**config.mk**
```make
export PLATFORM = sky130hd
export DESIGN_NAME = clk_capture
export DESIGN_NICKNAME = d
export VERILOG_FILES = /design/src/rtl/clk_capture.sv
export SDC_FILE = /design/constraint.sdc
export NUM_CORES = 1
export LEC_CHECK = 0
export ABC_AREA = 1
export BUFFER_PORTS_ARGS = -buffer_cell sky130_fd_sc_hd__buf_2
export CORE_MARGIN = 5
export CORE_UTILIZATION = 56
export DETAILED_ROUTE_END_ITERATION = 6
export HOLD_SLACK_MARGIN = 0.08
export PLACE_DENSITY = 0.87
export SLEW_MARGIN = 20
export SYNTH_ARGS = -nofsm -noshare
export SYNTH_HDL_FRONTEND = slang
export SYNTH_SLANG_ARGS = --single-unit
```
**constraint.sdc**
```tcl
create_clock -name i_wb_clk -period 1.9 [get_ports i_wb_clk]
set_clock_uncertainty 0.2 [all_clocks]
set_input_delay 0 -clock i_wb_clk [delete_from_list [all_inputs] [get_ports i_wb_clk]]
set_output_delay 0 -clock i_wb_clk [all_outputs]
set_load 0.05 [all_outputs]
```
**src/rtl/clk_capture.sv**
```systemverilog
// Input-capture unit: measures period and high time of cap_in in i_wb_clk cycles.
// Counters saturate at 2^WIDTH-1 and flag the measurement as overflowed.
module clk_capture #(
    parameter int WIDTH       = 16,
    parameter int SYNC_STAGES = 2
) (
    input  logic             i_wb_clk,
    input  logic             i_wb_rst,
    input  logic             cap_en,
    input  logic             cap_in,
    output logic [WIDTH-1:0] period,
    output logic [WIDTH-1:0] high_time,
    output logic             cap_valid,
    output logic             cap_ovf
);

    localparam int SS = (SYNC_STAGES < 2) ? 2 : SYNC_STAGES;
    localparam logic [WIDTH-1:0] CNT_MAX = {WIDTH{1'b1}};
    localparam logic [WIDTH-1:0] CNT_ONE = {{(WIDTH-1){1'b0}}, 1'b1};

    typedef enum logic [1:0] {
        IDLE = 2'd0,
        ARM  = 2'd1,
        HIGH = 2'd2,
        LOW  = 2'd3
    } state_t;

    state_t           r_state;
    logic [SS-1:0]    r_sync;
    logic             r_s_d;
    logic [WIDTH-1:0] r_cnt;
    logic [WIDTH-1:0] r_hi_lat;
    logic             r_ovf_flag;

    logic             w_s;
    logic             w_rise;
    logic             w_fall;
    logic             w_sat;
    logic [WIDTH-1:0] w_cnt_inc;

    assign w_s       = r_sync[SS-1];
    assign w_rise    = w_s & ~r_s_d;
    assign w_fall    = ~w_s & r_s_d;
    assign w_sat     = (r_cnt == CNT_MAX);
    assign w_cnt_inc = w_sat ? CNT_MAX : (r_cnt + CNT_ONE);

    // Synchronizer chain plus one-cycle delayed copy for edge detection
    always_ff @(posedge i_wb_clk) begin
        if (i_wb_rst) begin
            r_sync <= '0;
            r_s_d  <= 1'b0;
        end else begin
            r_sync <= {r_sync[SS-2:0], cap_in};
            r_s_d  <= w_s;
        end
    end

    // Measurement FSM; a report and the start of the next period share one edge
    always_ff @(posedge i_wb_clk) begin
        if (i_wb_rst) begin
            r_state    <= IDLE;
            r_cnt      <= '0;
            r_hi_lat   <= '0;
            r_ovf_flag <= 1'b0;
            period     <= '0;
            high_time  <= '0;
            cap_valid  <= 1'b0;
            cap_ovf    <= 1'b0;
        end else begin
            cap_valid <= 1'b0;
            if (!cap_en) begin
                r_state    <= IDLE;
                r_cnt      <= '0;
                r_ovf_flag <= 1'b0;
            end else begin
                case (r_state)
                    IDLE: begin
                        r_state    <= ARM;
                        r_cnt      <= '0;
                        r_ovf_flag <= 1'b0;
                    end
                    ARM: begin
                        if (w_rise) begin
                            r_state    <= HIGH;
                            r_cnt      <= CNT_ONE;
                            r_ovf_flag <= 1'b0;
                        end else begin
                            r_cnt <= '0;
                        end
                    end
                    HIGH: begin
                        r_cnt <= w_cnt_inc;
                        if (w_sat) begin
                            r_ovf_flag <= 1'b1;
                        end
                        if (w_fall) begin
                            r_hi_lat <= r_cnt;
                            r_state  <= LOW;
                        end
                    end
                    LOW: begin
                        if (w_rise) begin
                            period     <= r_cnt;
                            high_time  <= r_hi_lat;
                            cap_ovf    <= r_ovf_flag;
                            cap_valid  <= 1'b1;
                            r_cnt      <= CNT_ONE;
                            r_ovf_flag <= 1'b0;
                            r_state    <= HIGH;
                        end else begin
                            r_cnt <= w_cnt_inc;
                            if (w_sat) begin
                                r_ovf_flag <= 1'b1;
                            end
                        end
                    end
                    default: begin
                        r_state <= IDLE;
                    end
                endcase
            end
        end
    end

endmodule

```
## After elaboration in Yosys (flattened, before gate mapping)

Cells that the tools add are included.

| cells by class | value |
|---|---|
| multiplexer cells | 12 |
| bitwise operators | 6 |
| equality and inequality tests | 7 |
| reduce and logical (&&, ||, !) cells | 7 |
| $add $sub $neg | 1 |

Operators with widths:

| operator | number |
|---|---|
| $pmux W16 S4 | 1 |
| $mux W16 | 2 |
| $add A16 B1 Y16 const B | 1 |
| $eq A16 B16 Y1 const B | 1 |
| $pmux W2 S3 | 1 |
| $reduce_and A3 Y1 | 2 |
| $mux W1 | 5 |
| $eq A2 B2 Y1 const B | 2 |
| $mux W2 | 2 |
| $ne A2 B2 Y1 const B | 2 |
| $not A1 Y1 | 4 |
| $pmux W1 S4 | 1 |
| $reduce_or A2 Y1 | 2 |
| $reduce_or A3 Y1 | 1 |
| $and A1 B1 Y1 | 2 |
| $eq A2 B1 Y1 const B | 1 |
| $logic_not A2 Y1 | 1 |
| $ne A2 B1 Y1 const B | 1 |
| $reduce_and A2 Y1 | 1 |

| storage, ports and cells | value |
|---|---|
| register bits | 72 |
| logic and storage cells | 43 |
| output and inout port bits | 34 |

## Logic depth before layout (Yosys ltp)

| logic depth | value |
|---|---|
| depth in word-level cells | 4 |
| gate-level depth with buffers | 9 |
| depth with buffers taken out | 9 |

## Worst setup path before layout

Ideal clock, no wire load.

| timing | value |
|---|---|
| kind | register to register |
| start point | register r_cnt[0] |
| end point | register r_cnt[9] |
| slack | 0.385 ns |
| library setup time | 0.056 ns |
| stages on the path, launching flop included | 9 |
| data arrival time | 1.259 ns |
| data required time | 1.644 ns |
| buffers on the path | 1 |
| cells stage by stage | dfxtp_1 ha_1 nand3_2 nor2_2 nand3_2 buf_6 nand3_1 nand2_1 inv_1 |

| on the way | value |
|---|---|
| word-level cells in the longest chain between the ends | 4 |
| elaborated cells between the ends (all ways) | 5 |
| classes of those cells | 1 x add/sub; 1 x eq/ne; 3 x mux |

Ends and longest elaborated chain:

| what | RTL line | RTL |
|---|---|---|
| start: declaration | 31 | `logic [WIDTH-1:0] r_cnt;` |
| start signal: assignment | 92 | `r_cnt <= w_cnt_inc;` |
| start signal: assignment | 111 | `r_cnt <= w_cnt_inc;` |
| $add A16 B1 Y16 / $eq A16 B16 Y1 (equally long branches) | 45, 44 |  |
| $mux W16 (*) | 45 | `assign w_cnt_inc = w_sat ? CNT_MAX : (r_cnt + CNT_ONE);` |
| $mux W16 | 102 | `if (w_rise) begin` |
| $pmux W16 S4 (*) | 76 | `case (r_state)` |

Every way passes the cells marked *; elsewhere a longest branch is shown, timed or not.
A chain may end at the register's enable or synchronous reset.

## Worst setup path after layout

| timing | value |
|---|---|
| start point | register r_cnt[1] |
| end point | register r_cnt[1] |

The elaborated chain is that of the path after synthesis.

==> reports/qor.yml <==
status: "complete, no violations"
maxSlewViolCount: 0
crit_family: "simple AND/OR/NAND/NOR gates"
slew_headroom_pct: 65.80
cp_num_buf_inv: 1
grt-ovfl-total: 0
grt_max_degree: 54
cts_made_buffers: 9
die-area_um2: 6504
met1Wirelength_um: 2755
num_rows: 25
max_freq_mhz: 579.5
detail-route-antenna-nets: 0
io_pins: 38
p_leak_nw: 1.374
r2r_cells: 7
setup_slack_ps: 174.3
hold_depth: 2
antenna_found_initial: 0
arrival_ps: 1810
start_util_pct: 58.41
final_common_cell: "nand2_1"
dpl.hpwl_um: 4099
syn_area_um2: 2795
avgViaCountPerCell: 5.091
synth-seq-area-share_pct: 51.57
dr_total_vias: 2459
power_density_nw_per_um2: 809.4
mostFrequentLayoutCells: "nand2_1, dfxtp_1, nor2_1"
finalNetCount: 417
met3WireLength_um: 363
design_power_total_mw: 2.627
clkPwrFrac_pct: 40.8
rsz0062_at_grt: "false"
netlist-cell-type-count: 25
worst_path_largest_cell_delay_ps: 410
io_buffer_count: 37
max-vdd-ir-drop_mv: 0.5108
power.share.combinational_pct: 1.5
cp.depth: 7
finalSetupTns_ps: 0
cp_slowest_cell: "dfxtp_1"
core_um2: 4786
clk_pin_slew_ps: 70
drtPass1Iterations: 4
grt_usage_pct: 20.63
yosys_warnings: 0
synthCells: 371
internal-power_mw: 2.058
seq_power_share_pct: 57.7
drtIter0Drc: 201
post-route-period-util_pct: 90.83
min_path_type: "flip-flop to flip-flop"
cp-start-kind: "flip-flop"
clk_path_buf_depth: 2
final_util_pct: 67.82
cts_root_buf: "clkbuf_8"
die_w_um: 80.65
htree_levels: 3
startpoint: "r_cnt[1]"
p_sw_share_pct: 21.64
setup_violations: 0
final.min_clock_period_ps: 1726
critPathRequiredTime_ps: 1990
finalWeightedCongestion: 0.8986
worstMarginPinSlew_ps: 513.0
grt_pass1_wl_um: 10120
path_cells: "ha_1, nand3_2, nor2_2, nand3_4, inv_1, nor2_1, nor2_1"
cts_tree: "done"
routedWlPerCell_um: 12.58
die_h_um: 80.65
dr_wl_met2_um: 2753
hp-start: "r_sync[0]"
clk_latency_ps: 350
syn-num-nets: 376
numClockSinks: 72
pre_cts_slack_ps: 124.0
avgSynthCellArea_um2: 7.534
wl_um: 6078
finalHoldViolCount: 0
synth.ff_latch_count: 72
reg2reg_from: "r_cnt[1]"
crit_fanout: 15
grt_pass1_vias: 2223
p_switching_uw: 568.5
drc: 0
highest-signal-layer: "met4"
cp-end-kind: "flip-flop"
critPathKind: "flip-flop to flip-flop"
area_growth_pct: 16.11
path_common_cell: "nor2_1"
antenna_cells: 0
drive_gt1_share_pct: 16.59
drv_cap: 0
## registers in the layout, summed over array words and instances, names as in the netlist
register and cells:
high_time 16, period 16, r_cnt 16, r_hi_lat 16, r_state 2, r_sync 2, cap_ovf 1, cap_valid 1
r_ovf_flag 1, r_s_d 1
## worst paths after layout
path	slack (ps)	to
max	170	r_cnt[1]
min	210	r_sync[1]
max reg2reg	170	r_cnt[1]
min reg2reg	210	r_sync[1]
## power by group through the flow
stage	combinational [mW]	sequential [mW]	clock, mW
2_1_floorplan	0.0238	1.55	0
3_3_place_gp	0.0315	1.55	0
3_5_place_dp	0.0327	1.55	0
4_1_cts	0.0389	1.52	1.08
5_1_grt	0.0437	1.51	1.18
6_report	0.0392	1.52	1.07
## layer usage
metal	global-route usage [%]	vias to the layer above
met4	13.01	0
met1	26.78	1112
met5	0	-
li1	-	1253
met2	31.13	71
met3	4.148	23
## kinds of logic after synthesis
kind of cell    synth area share [%]
simple gates                   26.32
flops                          51.57
compound gates                 11.95
buf+inv                        7.833
xor+xnor                       1.880
fa+ha+maj                     0.4476
## final cells by class
| type | count | area [µm²] |
|---|---|---|
| timing repair buffer | 46 | 262.8 |
| multi-input combinational | 245 | 1142 |
| tap | 67 | 83.83 |
| sequential | 72 | 1441 |
| clock buffer | 12 | 155.1 |
| fill | 431 | 1540 |
| inverter | 38 | 142.6 |
| clock inverter | 3 | 17.52 |
## per-stage QoR
stage	cells	hold WS (ps)	area [µm²]
floorplan	371	-93.03	2795
global placement	462	3.760	3010
detailed placement	462	20.99	3010
CTS	481	99.89	3223
global route	483	240.2	3246
finish	483	210.3	3246
## synth_stat cells
library cell | count | area share (%)
xor2_1 | 2 | 0.63
buf_6 | 1 | 0.40
nor2_4 | 1 | 0.40
o21ai_0 | 3 | 0.54
nand3_1 | 11 | 2.0
a31oi_1 | 2 | 0.45
xnor2_1 | 4 | 1.3
nand4_2 | 1 | 0.45
dfxtp_1 | 72 | 52
a211oi_1 | 7 | 1.9
ha_1 | 1 | 0.45
buf_2 | 7 | 1.3
o2111ai_1 | 1 | 0.31
o21ai_1 | 1 | 0.18
nor3_1 | 1 | 0.18
a21oi_1 | 48 | 8.6
inv_1 | 33 | 4.4
nand4_1 | 3 | 0.67
inv_2 | 5 | 0.67
nand2_1 | 104 | 14
nor2_2 | 2 | 0.45
clkbuf_1 | 8 | 1.1
nor2_1 | 49 | 6.6
nand3_2 | 3 | 1.1
nor3_4 | 1 | 0.58
## worst register-to-register path, cell delays in order, from the launching register on
cell and delay, ps:
dfxtp_1 410, ha_1 240, nand3_2 130, nor2_2 210, nand3_4 220, inv_1 140
nor2_1 50, nor2_1 70
## repair_timing
item	in CTS	in global routing
gates resized for setup	0	1
endpoints found under the setup margin	0	15
setup buffers	0	2
hold endpoints to repair	59	5
hold buffers	4	1
Note: power is estimated with default switching activity, not from simulation.
